### config.mk
export PLATFORM = sky130hd
export DESIGN_NAME = byte_strip_multi
export DESIGN_NICKNAME = d
export VERILOG_FILES = /design/src/rtl/byte_strip_pkg.sv /design/src/rtl/strip_out_reg.sv /design/src/rtl/byte_strip_multi.sv
export SDC_FILE = /design/constraint.sdc
export NUM_CORES = 1
export LEC_CHECK = 0
export ABC_AREA = 1
export BUFFER_PORTS_ARGS = -buffer_cell sky130_fd_sc_hd__clkbuf_2
export CAP_MARGIN = 25
export CORE_AREA = 10 10 79 115
export CTS_BUF_LIST = sky130_fd_sc_hd__clkbuf_16
export CTS_CLUSTER_SIZE = 8
export DETAILED_ROUTE_END_ITERATION = 12
export DIE_AREA = 0 0 89 125
export PLACE_DENSITY = 0.84
export SLEW_MARGIN = 15
export SYNTH_ARGS = -nofsm -noshare
export SYNTH_HDL_FRONTEND = slang
export SYNTH_SLANG_ARGS = --single-unit
export TNS_END_PERCENT = 10
### constraint.sdc
create_clock -name CLK -period 5.4 [get_ports CLK]
set_clock_uncertainty 0.2 [all_clocks]
set_input_delay 0.27 -clock CLK [delete_from_list [all_inputs] [get_ports CLK]]
set_output_delay 0.27 -clock CLK [all_outputs]
set_load 0.05 [all_outputs]
### src/rtl/byte_strip_pkg.sv
// Shared definitions for the lane byte striper: K-code values, FSM states, K-code check.
// Latency: n/a (declarations only).
// Backpressure: n/a.
//
// Contents:
//   STP/SDP/END/EDB/SKP/IDL/FTS/COM/PAD  8-bit K-symbol codes
//   strip_state_e                        striper FSM state encoding
//   is_valid_k()                         1 when a K byte is one of the known codes
package byte_strip_pkg;

  localparam logic [7:0] STP = 8'hFB;
  localparam logic [7:0] SDP = 8'h5C;
  localparam logic [7:0] END = 8'hFD;
  localparam logic [7:0] EDB = 8'hFE;
  localparam logic [7:0] SKP = 8'h1C;
  localparam logic [7:0] IDL = 8'h7C;
  localparam logic [7:0] FTS = 8'h3C;
  localparam logic [7:0] COM = 8'hBC;
  localparam logic [7:0] PAD = 8'hF7;

  typedef enum logic [1:0] {
    STRIPE    = 2'd0,
    PAD_FLUSH = 2'd1,
    OS_BCAST  = 2'd2
  } strip_state_e;

  function automatic logic is_valid_k(input logic [7:0] b);
    case (b)
      STP, SDP, END, EDB, SKP, IDL, FTS, COM, PAD: return 1'b1;
      default:                                     return 1'b0;
    endcase
  endfunction

endpackage

### src/rtl/strip_out_reg.sv
// One-entry valid/ready output register holding a full lane word.
// Latency: 1 cycle from load to out_valid.
// Backpressure: contents held while out_valid & !out_ready; loadable = !out_valid | out_ready.
//
// Ports:
//   clk, rst_n           clock, synchronous active-low reset
//   load, din[W]         write a new word (caller only asserts load when loadable)
//   loadable             register can take a word this cycle
//   dout[W], out_valid   registered word and its valid
//   out_ready            downstream consumes the word
module strip_out_reg #(
  parameter int W = 36
) (
  input  logic         clk,
  input  logic         rst_n,
  input  logic         load,
  input  logic [W-1:0] din,
  output logic         loadable,
  output logic [W-1:0] dout,
  output logic         out_valid,
  input  logic         out_ready
);

  assign loadable = !out_valid || out_ready;

  always_ff @(posedge clk) begin
    if (!rst_n) begin
      out_valid <= 1'b0;
      dout      <= '0;
    end else if (load) begin
      out_valid <= 1'b1;
      dout      <= din;
    end else if (out_ready) begin
      out_valid <= 1'b0;
    end
  end

endmodule

### src/rtl/byte_strip_multi.sv
// Byte striper: DLL byte stream round-robin onto NUM_LANES lanes; COM-led ordered sets broadcast to all lanes.
// Latency: a word is valid 1 cycle after its last byte (or the COM/PAD event) is accepted.
// Backpressure: IN_READY drops when the word being completed cannot enter the full output register,
//               during PAD_FLUSH, and in OS_BCAST whenever the output register is not loadable.
//
// Ports:
//   CLK, RESET_L                  clock, synchronous active-low reset
//   D, DK, IN_VALID, IN_READY     input byte, K flag, handshake
//   LANE_DATA, LANE_DK            lane i byte at [8*i+7:8*i], K flag at [i]
//   OUT_VALID, OUT_READY          output word handshake
//   ERROR_DLL                     one-cycle pulse after an accepted protocol-error byte
// Optional build macro BYTE_STRIPE_ERR_EN enables the error decode; without it ERROR_DLL is 0.
module byte_strip_multi
  import byte_strip_pkg::*;
#(
  parameter int NUM_LANES = 4,
  parameter int OS_LEN    = 4
) (
  input  logic                   CLK,
  input  logic                   RESET_L,
  input  logic [7:0]             D,
  input  logic                   DK,
  input  logic                   IN_VALID,
  output logic                   IN_READY,
  output logic [8*NUM_LANES-1:0] LANE_DATA,
  output logic [NUM_LANES-1:0]   LANE_DK,
  output logic                   OUT_VALID,
  input  logic                   OUT_READY,
  output logic                   ERROR_DLL
);

  localparam int PW = (NUM_LANES > 1) ? $clog2(NUM_LANES) : 1;
  localparam int CW = $clog2(OS_LEN + 1);
  localparam int WW = 9 * NUM_LANES;
  localparam logic [PW-1:0] LAST    = PW'(NUM_LANES - 1);
  localparam logic [CW-1:0] OS_LAST = CW'(OS_LEN - 1);

  strip_state_e           state;
  logic [PW-1:0]          ptr;
  logic [CW-1:0]          os_cnt;    // ordered-set symbols emitted so far, COM included
  logic                   pad_pend;  // pad word still owed before the pending COM
  logic [7:0]             slot_d [NUM_LANES];
  logic [NUM_LANES-1:0]   slot_k;

  logic                   loadable;
  logic                   load;
  logic [WW-1:0]          load_word;
  logic [WW-1:0]          out_word;
  logic                   in_ready_c;
  logic                   accept;
  logic                   is_com;
  logic                   at_last;

  logic [8*NUM_LANES-1:0] pad_d, strp_d, wd;
  logic [NUM_LANES-1:0]   pad_k, strp_k, wk;

  assign is_com  = DK && (D == COM);
  assign at_last = (ptr == LAST);

  always_comb begin
    in_ready_c = 1'b0;
    case (state)
      STRIPE:    in_ready_c = at_last ? loadable : 1'b1;
      PAD_FLUSH: in_ready_c = 1'b0;
      OS_BCAST:  in_ready_c = loadable;
      default:   in_ready_c = 1'b0;
    endcase
  end

  assign IN_READY = RESET_L && in_ready_c;
  assign accept   = IN_VALID && IN_READY;

  // Candidate words: the striped word completed by the current byte, and the
  // padded word (slots below ptr kept, the rest PAD).
  always_comb begin
    pad_d  = '0;
    pad_k  = '0;
    strp_d = '0;
    strp_k = '0;
    for (int i = 0; i < NUM_LANES; i++) begin
      if (PW'(i) < ptr) begin
        pad_d[8*i +: 8] = slot_d[i];
        pad_k[i]        = slot_k[i];
      end else begin
        pad_d[8*i +: 8] = PAD;
        pad_k[i]        = 1'b1;
      end
      if (i == NUM_LANES - 1) begin
        strp_d[8*i +: 8] = D;
        strp_k[i]        = DK;
      end else begin
        strp_d[8*i +: 8] = slot_d[i];
        strp_k[i]        = slot_k[i];
      end
    end
  end

  always_comb begin
    load = 1'b0;
    wd   = '0;
    wk   = '0;
    case (state)
      STRIPE: begin
        if (accept) begin
          if (is_com) begin
            // If the output register is busy the word is produced later from PAD_FLUSH.
            load = loadable;
            if (ptr == '0) begin
              wd = {NUM_LANES{COM}};
              wk = '1;
            end else begin
              wd = pad_d;
              wk = pad_k;
            end
          end else if (at_last) begin
            load = 1'b1;
            wd   = strp_d;
            wk   = strp_k;
          end
        end
      end
      PAD_FLUSH: begin
        if (loadable) begin
          load = 1'b1;
          if (pad_pend) begin
            wd = pad_d;
            wk = pad_k;
          end else begin
            wd = {NUM_LANES{COM}};
            wk = '1;
          end
        end
      end
      OS_BCAST: begin
        if (accept) begin
          load = 1'b1;
          wd   = {NUM_LANES{D}};
          wk   = {NUM_LANES{DK}};
        end
      end
      default: begin
        load = 1'b0;
      end
    endcase
  end

  assign load_word = {wk, wd};

  always_ff @(posedge CLK) begin
    if (!RESET_L) begin
      state    <= STRIPE;
      ptr      <= '0;
      os_cnt   <= '0;
      pad_pend <= 1'b0;
      slot_k   <= '0;
      for (int i = 0; i < NUM_LANES; i++) slot_d[i] <= '0;
    end else begin
      case (state)
        STRIPE: begin
          if (accept) begin
            if (is_com) begin
              os_cnt <= CW'(1);
              if (ptr == '0) begin
                pad_pend <= 1'b0;
                state    <= loadable ? OS_BCAST : PAD_FLUSH;
              end else begin
                // ptr is kept while the pad word is still owed: it masks the pad fill.
                pad_pend <= !loadable;
                state    <= PAD_FLUSH;
                if (loadable) ptr <= '0;
              end
            end else if (at_last) begin
              ptr <= '0;
            end else begin
              for (int i = 0; i < NUM_LANES; i++) begin
                if (PW'(i) == ptr) begin
                  slot_d[i] <= D;
                  slot_k[i] <= DK;
                end
              end
              ptr <= ptr + PW'(1);
            end
          end
        end
        PAD_FLUSH: begin
          if (loadable) begin
            if (pad_pend) begin
              pad_pend <= 1'b0;
              ptr      <= '0;
            end else begin
              state <= OS_BCAST;
            end
          end
        end
        OS_BCAST: begin
          if (accept) begin
            if (is_com) begin
              os_cnt <= CW'(1);  // a fresh ordered set starts over
            end else if (os_cnt == OS_LAST) begin
              state  <= STRIPE;
              ptr    <= '0;
              os_cnt <= '0;
            end else begin
              os_cnt <= os_cnt + CW'(1);
            end
          end
        end
        default: begin
          state <= STRIPE;
        end
      endcase
    end
  end

  strip_out_reg #(.W(WW)) u_out_reg (
    .clk       (CLK),
    .rst_n     (RESET_L),
    .load      (load),
    .din       (load_word),
    .loadable  (loadable),
    .dout      (out_word),
    .out_valid (OUT_VALID),
    .out_ready (OUT_READY)
  );

  assign LANE_DATA = out_word[8*NUM_LANES-1:0];
  assign LANE_DK   = out_word[WW-1 -: NUM_LANES];

`ifdef BYTE_STRIPE_ERR_EN
  logic err_q;

  always_ff @(posedge CLK) begin
    if (!RESET_L) begin
      err_q <= 1'b0;
    end else begin
      err_q <= accept && ((DK && !is_valid_k(D)) || (state == OS_BCAST && !DK));
    end
  end

  assign ERROR_DLL = err_q;
`else
  assign ERROR_DLL = 1'b0;
`endif

endmodule

**After elaboration in Yosys (flattened, before gate mapping)**

Memories as Yosys holds them, arrays and structs flattened.
Index checks and enable logic that the tools add are counted.

- Register bits after elaboration: 49
- Word-level logic and storage cells: 157
- Memory bits (writable): 32
- Output and inout port bits: 39
- Memories kept: 1

Memory list:

| name | depth | bits a word | read ports | clocked after Yosys merged registers in | write ports | line | RTL |
|---|---|---|---|---|---|---|---|
| slot_d | 4 | 8 | 4 | 0 | 4 | byte_strip_multi.sv:42 | `logic [7:0] slot_d [NUM_LANES];` |

- Mux-type cells: 96
- Eq/ne operators: 18
- Add/subtract/negate cells: 2
- Bitwise logic cells: 6
- Order comparisons: 4
- Reductions and logical operators: 20

Operators by type and width:

| cell | count |
|---|---|
| 32-bit two-way mux | 7 |
| 32-bit one-hot mux with 3 select lines | 1 |
| 8-bit two-way mux | 8 |
| 1-bit two-way mux | 45 |
| 2-bit two-way mux | 16 |
| 4-bit two-way mux | 7 |
| 5-bit AND reduction | 4 |
| 2-bit inequality test (second input constant) | 8 |
| 3-bit two-way mux | 5 |
| 2-bit one-hot mux with 3 select lines | 2 |
| 4-bit one-hot mux with 3 select lines | 1 |
| 9-bit AND reduction | 1 |
| 8-bit == test (second input constant) | 1 |
| 4-bit AND reduction | 2 |
| 7-bit AND reduction | 1 |
| 3-bit inequality test (second input constant) | 2 |
| 3-bit one-hot mux with 2 select lines | 1 |
| 2-bit nonzero test | 3 |
| 2-bit == test (first input constant) | 2 |
| 2-bit == test (second input constant) | 2 |
| 2-bit logical NOT | 2 |
| 1-bit by 2-bit < comparator with 1-bit output (first input constant) | 2 |
| 2-bit < comparator (first input constant) | 2 |
| 1-bit bitwise OR | 4 |
| other kinds (12) | 17 |

**Longest topological paths before layout**

- Depth in word-level cells: 11
- Gate-level depth with buffers: 14
- Mapped depth without buffers: 12

**By module**

From an unflattened synthesis, not the netlist that was laid out.

- Cells, all modules: 596
- Area total of the unflattened synthesis: 4271.6 sq um

By module, submodules not included:

| module | cells each | seq. area each (sq um) | area each (sq um) | instances |
|---|---|---|---|---|
| byte_strip_multi | 435 | 940.9 | 2901.5 | 1 |
| strip_out_reg | 161 | 740.7 | 1370.1 | 1 |

**Worst setup path before layout**

OpenSTA, ideal clock, no wires.

- Kind: register -> register
- From: reg state[0]
- To: mem slot_d[0][0] (enable)
- Arrival time: 1775 ps
- Clock period less this slack: 2304 ps
- Stages on the path, launching flop included: 11
- Setup slack: 3096 ps
- Library setup time: 329 ps
- Cells stage by stage: dfxtp_1 > inv_1 > ha_1 > buf_4 > nor2_1 > nor2_4 > nand3_4 > nor2_4 > buf_2 > nand3_1 > nand2_1

RTL lines:

| element | line | RTL |
|---|---|---|
| start, declared | byte_strip_multi.sv:38 | `strip_state_e state;` |
| start signal, assigned | byte_strip_multi.sv:165 | `state <= loadable ? OS_BCAST : PAD_FLUSH;` |
| end, declared | byte_strip_multi.sv:42 |  |

**Final worst setup path**

- From: reg ptr[1]
- To: reg u_out_reg.dout[12]

- Cells in the longest elaborated chain, start to end: 7
- Elaborated cells between the ends (all ways): 21
- Those cells by class: order compare (1); eq/ne (1); mux (16); reduce/logical (3)

RTL lines:

| element | line | RTL |
|---|---|---|
| start, declared | byte_strip_multi.sv:39 | `logic [PW-1:0] ptr;` |
| start signal, assigned | byte_strip_multi.sv:181 | `ptr <= ptr + PW'(1);` |
| 2-bit == test | byte_strip_multi.sv:58 | `assign at_last = (ptr == LAST);` |
| 1-bit two-way mux | byte_strip_multi.sv:63 | `STRIPE: in_ready_c = at_last ? loadable : 1'b1;` |
| 1-bit one-hot mux with 2 select lines | byte_strip_multi.sv:62 | `case (state)` |
| 1-bit logical AND | byte_strip_multi.sv:70 | `assign IN_READY = RESET_L && in_ready_c;` |
| 1-bit logical AND | byte_strip_multi.sv:71 | `assign accept = IN_VALID && IN_READY;` |
| 32-bit two-way mux, or another cell as far along | byte_strip_multi.sv:135 | `if (accept) begin` |
| 32-bit one-hot mux with 3 select lines or 1-bit one-hot mux with 3 select lines (tied branches) | byte_strip_multi.sv:102 | `case (state)` |
| end signal, assigned | strip_out_reg.sv:32 | `dout <= din;` |
| end, declared | strip_out_reg.sv:19 | `output logic [W-1:0] dout,` |

Parallel ways exist; a longest one is shown, timed or not.
A chain may end at the register's enable or synchronous reset.

==> PnR_summary.wiki <==
{| class="wikitable"
! Metric !! Value
|-
| Boundary Pins || 52
|-
| Data required time at the worst endpoint || ~5.5 ns
|-
| Total vias in the final route || 4273
|-
| Layout overhead on the synthesized area || 11.79%
|-
| Period utilisation layout || 60.20%
|-
| Clock tree from TritonCTS || yes
|-
| Class of the most critical setup path || flop to flop
|-
| Number of slew-limit violations in the final report || 0
|-
| Router iterations before antenna repair || 6
|-
| Routed via count divided by cell count || 5.395
|-
| Number of design rule violations left after detail routing || 0
|-
| Buffer count from post-CTS setup fixing || 0
|-
| Most common cell after layout, fill and taps aside || sky130_fd_sc_hd__nand2_1
|-
| First-pass GRT wire length || about 19000 um
|-
| Number of buffers created by CTS || 9
|-
| Cell count after synthesis || 673
|-
| Overall die area || 11130 um2
|-
| Transition time at the pin with the least slew margin || around 0.83 ns
|-
| Commonest non-fill, non-tap cells in the layout || sky130_fd_sc_hd__nand2_1 (185), sky130_fd_sc_hd__nor2_1 (157), sky130_fd_sc_hd__inv_1 (86)
|-
| Setup TNS after final layout || 0 ns
|-
| Result of the run || completed
|-
| Number of failing hold endpoints at the final stage || 0
|-
| Dpl cells || ~780
|-
| CTS Root Buffer Type || sky130_fd_sc_hd__clkbuf_16
|-
| Pin count of the biggest net entering global routing || 64
|-
| Starting density of the core || 61.27%
|-
| Minimum clock period || 3.251 ns
|-
| Biggest area consumer among synthesized cells || sky130_fd_sc_hd__dfxtp_1
|-
| Global-route congestion overflow total || 0
|-
| Post-route setup slack || between 2 and 2.5 ns
|-
| Synthesis warning total || 0
|-
| Startpoint type of the worst setup path || flop
|-
| Number of inserted diodes || 0
|-
| Buffer levels on the longest clock path || 2
|-
| Worst slack, placed || 1.908 ns
|-
| Leading post-synthesis cells by cell area || sky130_fd_sc_hd__dfxtp_1 (22%), sky130_fd_sc_hd__edfxtp_1 (17%), sky130_fd_sc_hd__nand2_1 (16%), sky130_fd_sc_hd__nor2_1 (14%), sky130_fd_sc_hd__inv_1 (7.4%)
|-
| Chip width || 89 um
|-
| Peak supply drop || 0.2426 mV
|-
| Worst relative slew slack || roughly 45%
|-
| Drt initial violations || 575
|-
| Synth Cell Area || 4340 um2
|-
| Overall die height || 125 um
|-
| Arr. time, crit path || ~3.3 ns
|-
| Max Fanout on Critical Path || 47
|-
| Final routed wirelength across all metal layers || 11790 um
|-
| Layout fillers || 637
|-
| Area taken by flip-flops and latches || 1682 um2
|-
| Proportion of synthesized chip area in sequential cells || 38.74%
|-
| Buffers on Ports || 50
|-
| Core area || 7084 um2
|-
| Tightest Hold Check Type || input port to flop
|-
| Routed wire per std cell || 14.89 um
|-
| Number of resized instances in the post-cts repair step || 0
|-
| Cell variety after synth || 29
|-
| Area used by multi-input combinational logic || about 2200 um2
|-
| Post-synthesis average cell area || 6.449 um2
|-
| Power per cell area || 260.4 nW/um2
|-
| CTS hold repair buffers || 0
|-
| Antenna-violating nets left || 0
|-
| Clock sink count || 72
|-
| RSZ-0062 raised after global routing || no
|-
| Maximum clock rate || 0.3076 GHz
|-
| Post-synthesis register bit count || 72
|-
| Number of H-tree levels || 3
|-
| Site Rows || 38
|-
| Cell Count, Final, Fillers Out || 792
|-
| Number of endpoints failing setup at the final stage || 0
|-
| Number of antenna violations at the first check in global routing || 0
|-
| HPWL after detailed placement || 8669 um
|-
| Area share of the largest cell type after synthesis || 22.14%
|-
| # Max-Cap Violations || 0
|-
| Element type at the critical path end || flop
|-
| Nets in the synthesized netlist || between 600 and 700
|-
| Clock slew at reported path FFs || 0.06 ns
|-
| Nets@finish || 730
|-
| Static power due to leakage || 2.613 nW
|-
| Routability cong. || 0.9940
|-
| Vias in the first global route || 3953
|-
| Fraction of layout cells with a size suffix above 1 || 11.66%
|-
| Clock Latency Late Sink || 0.34 ns
|-
| GRT Overall Usage || 21.42%
|}
==> kinds of logic after synthesis <==
| group | Yosys count | share of synthesized area, % |
|---|---|---|
| buffers and inverters | 121 | 11.65 |
| flip-flops | 72 | 38.74 |
| AND/OR/NAND/NOR | 406 | 38.92 |
| AO/OA/AOI/OAI | 63 | 7.726 |
| other | 1 | 0.08640 |
| adder cells (fa/ha/maj) | 10 | 2.883 |
==> layout make-up <==
class | count | area share (%)
clock buffers | 9 | 4.642
clock inverters | 7 | 1.264
inverters | 90 | 6.962
multi-input cells | 480 | 44.38
flip-flops and latches | 72 | 34.66
well taps | 80 | 2.063
repair buffers | 54 | 6.034
==> where the power goes <==
group          switching [mW]  total (mW)  leakage (nW)  internal, mW
Combinational          0.0830       0.109          1.84        0.0262
Clock                   0.247       0.566         0.135         0.318
Sequential             0.0114       0.589         0.638         0.577
Total                   0.342        1.26          2.61         0.922
==> registers in the layout (all words and copies together), names as in the netlist <==
| register | flops |
|---|---|
| ptr | 2 |
| os_cnt | 3 |
| slot_d | 24 |
| slot_k | 3 |
| pad_pend | 1 |
| u_out_reg.out_valid | 1 |
| state | 2 |
| u_out_reg.dout | 36 |
==> Yosys cell counts <==
cell type                   instances
sky130_fd_sc_hd__a21oi_1           27
sky130_fd_sc_hd__a31oi_1            7
sky130_fd_sc_hd__buf_1              1
sky130_fd_sc_hd__buf_2              8
sky130_fd_sc_hd__buf_4              5
sky130_fd_sc_hd__buf_6              3
sky130_fd_sc_hd__clkbuf_1          14
sky130_fd_sc_hd__clkinv_1           1
sky130_fd_sc_hd__conb_1             1
sky130_fd_sc_hd__dfxtp_1           48
sky130_fd_sc_hd__edfxtp_1          24
sky130_fd_sc_hd__ha_1              10
sky130_fd_sc_hd__inv_1             86
sky130_fd_sc_hd__inv_2              3
sky130_fd_sc_hd__nand2_1          185
sky130_fd_sc_hd__nand2_2            1
sky130_fd_sc_hd__nand2_4            1
sky130_fd_sc_hd__nand3_1           24
sky130_fd_sc_hd__nand3_4            2
sky130_fd_sc_hd__nand4_1           20
sky130_fd_sc_hd__nor2_1           157
sky130_fd_sc_hd__nor2_2             1
sky130_fd_sc_hd__nor2_4             4
sky130_fd_sc_hd__nor3_1            10
sky130_fd_sc_hd__o2111ai_1          1
sky130_fd_sc_hd__o211ai_1           2
sky130_fd_sc_hd__o21ai_0           25
sky130_fd_sc_hd__o31ai_1            1
sky130_fd_sc_hd__or2_2              1
==> through the flow <==
stage	utilization [%]	total power [mW]	hold slack, ns	cell area [um2]
final	68.49	1.264	0.1153	4852
after CTS	68.21	1.274	0.1054	4832
after global placement	64.16	0.7044	0.2438	4546
after global routing	68.49	1.307	0.1408	4852
after floorplan	-	0.6741	0.2327	4340
after detailed placement	64.16	0.7068	0.2457	4546
==> path summary, 6_finish.rpt <==
kind / to / slack, ns / cells after the start / start
worst max-delay path: u_out_reg.dout[12] / 2.15 / 13 / ptr[1]
worst min-delay path: slot_d[0][0] / 0.12 / 3 / D[0]
worst max register to register: u_out_reg.dout[12] / 2.15 / 13 / ptr[1]
worst min register to register: os_cnt[2] / 0.25 / 2 / os_cnt[2]
==> critical path, stage by stage, from the launching register on <==
cell	delay (ns)
sky130_fd_sc_hd__dfxtp_1	0.47
sky130_fd_sc_hd__ha_1	0.40
sky130_fd_sc_hd__inv_2	0.18
sky130_fd_sc_hd__nand2_1	0.07
sky130_fd_sc_hd__nand2_1	0.16
sky130_fd_sc_hd__nand3_4	0.14
sky130_fd_sc_hd__nor2_4	0.30
sky130_fd_sc_hd__nand3_1	0.12
sky130_fd_sc_hd__nand2_1	0.30
sky130_fd_sc_hd__nand2_2	0.29
sky130_fd_sc_hd__buf_12	0.27
sky130_fd_sc_hd__nand2_1	0.08
sky130_fd_sc_hd__nand2_1	0.06
sky130_fd_sc_hd__nor2_1	0.12
==> metal layers <==
metal	global-route usage (%)	vias up	wire length [um]
met3	4.613	46	962
met5	0	-	0
met1	26.40	1832	4863
li1	-	2163	-
met4	13.82	0	620
met2	32.63	232	5347
Power figures use the tool's default switching activity.
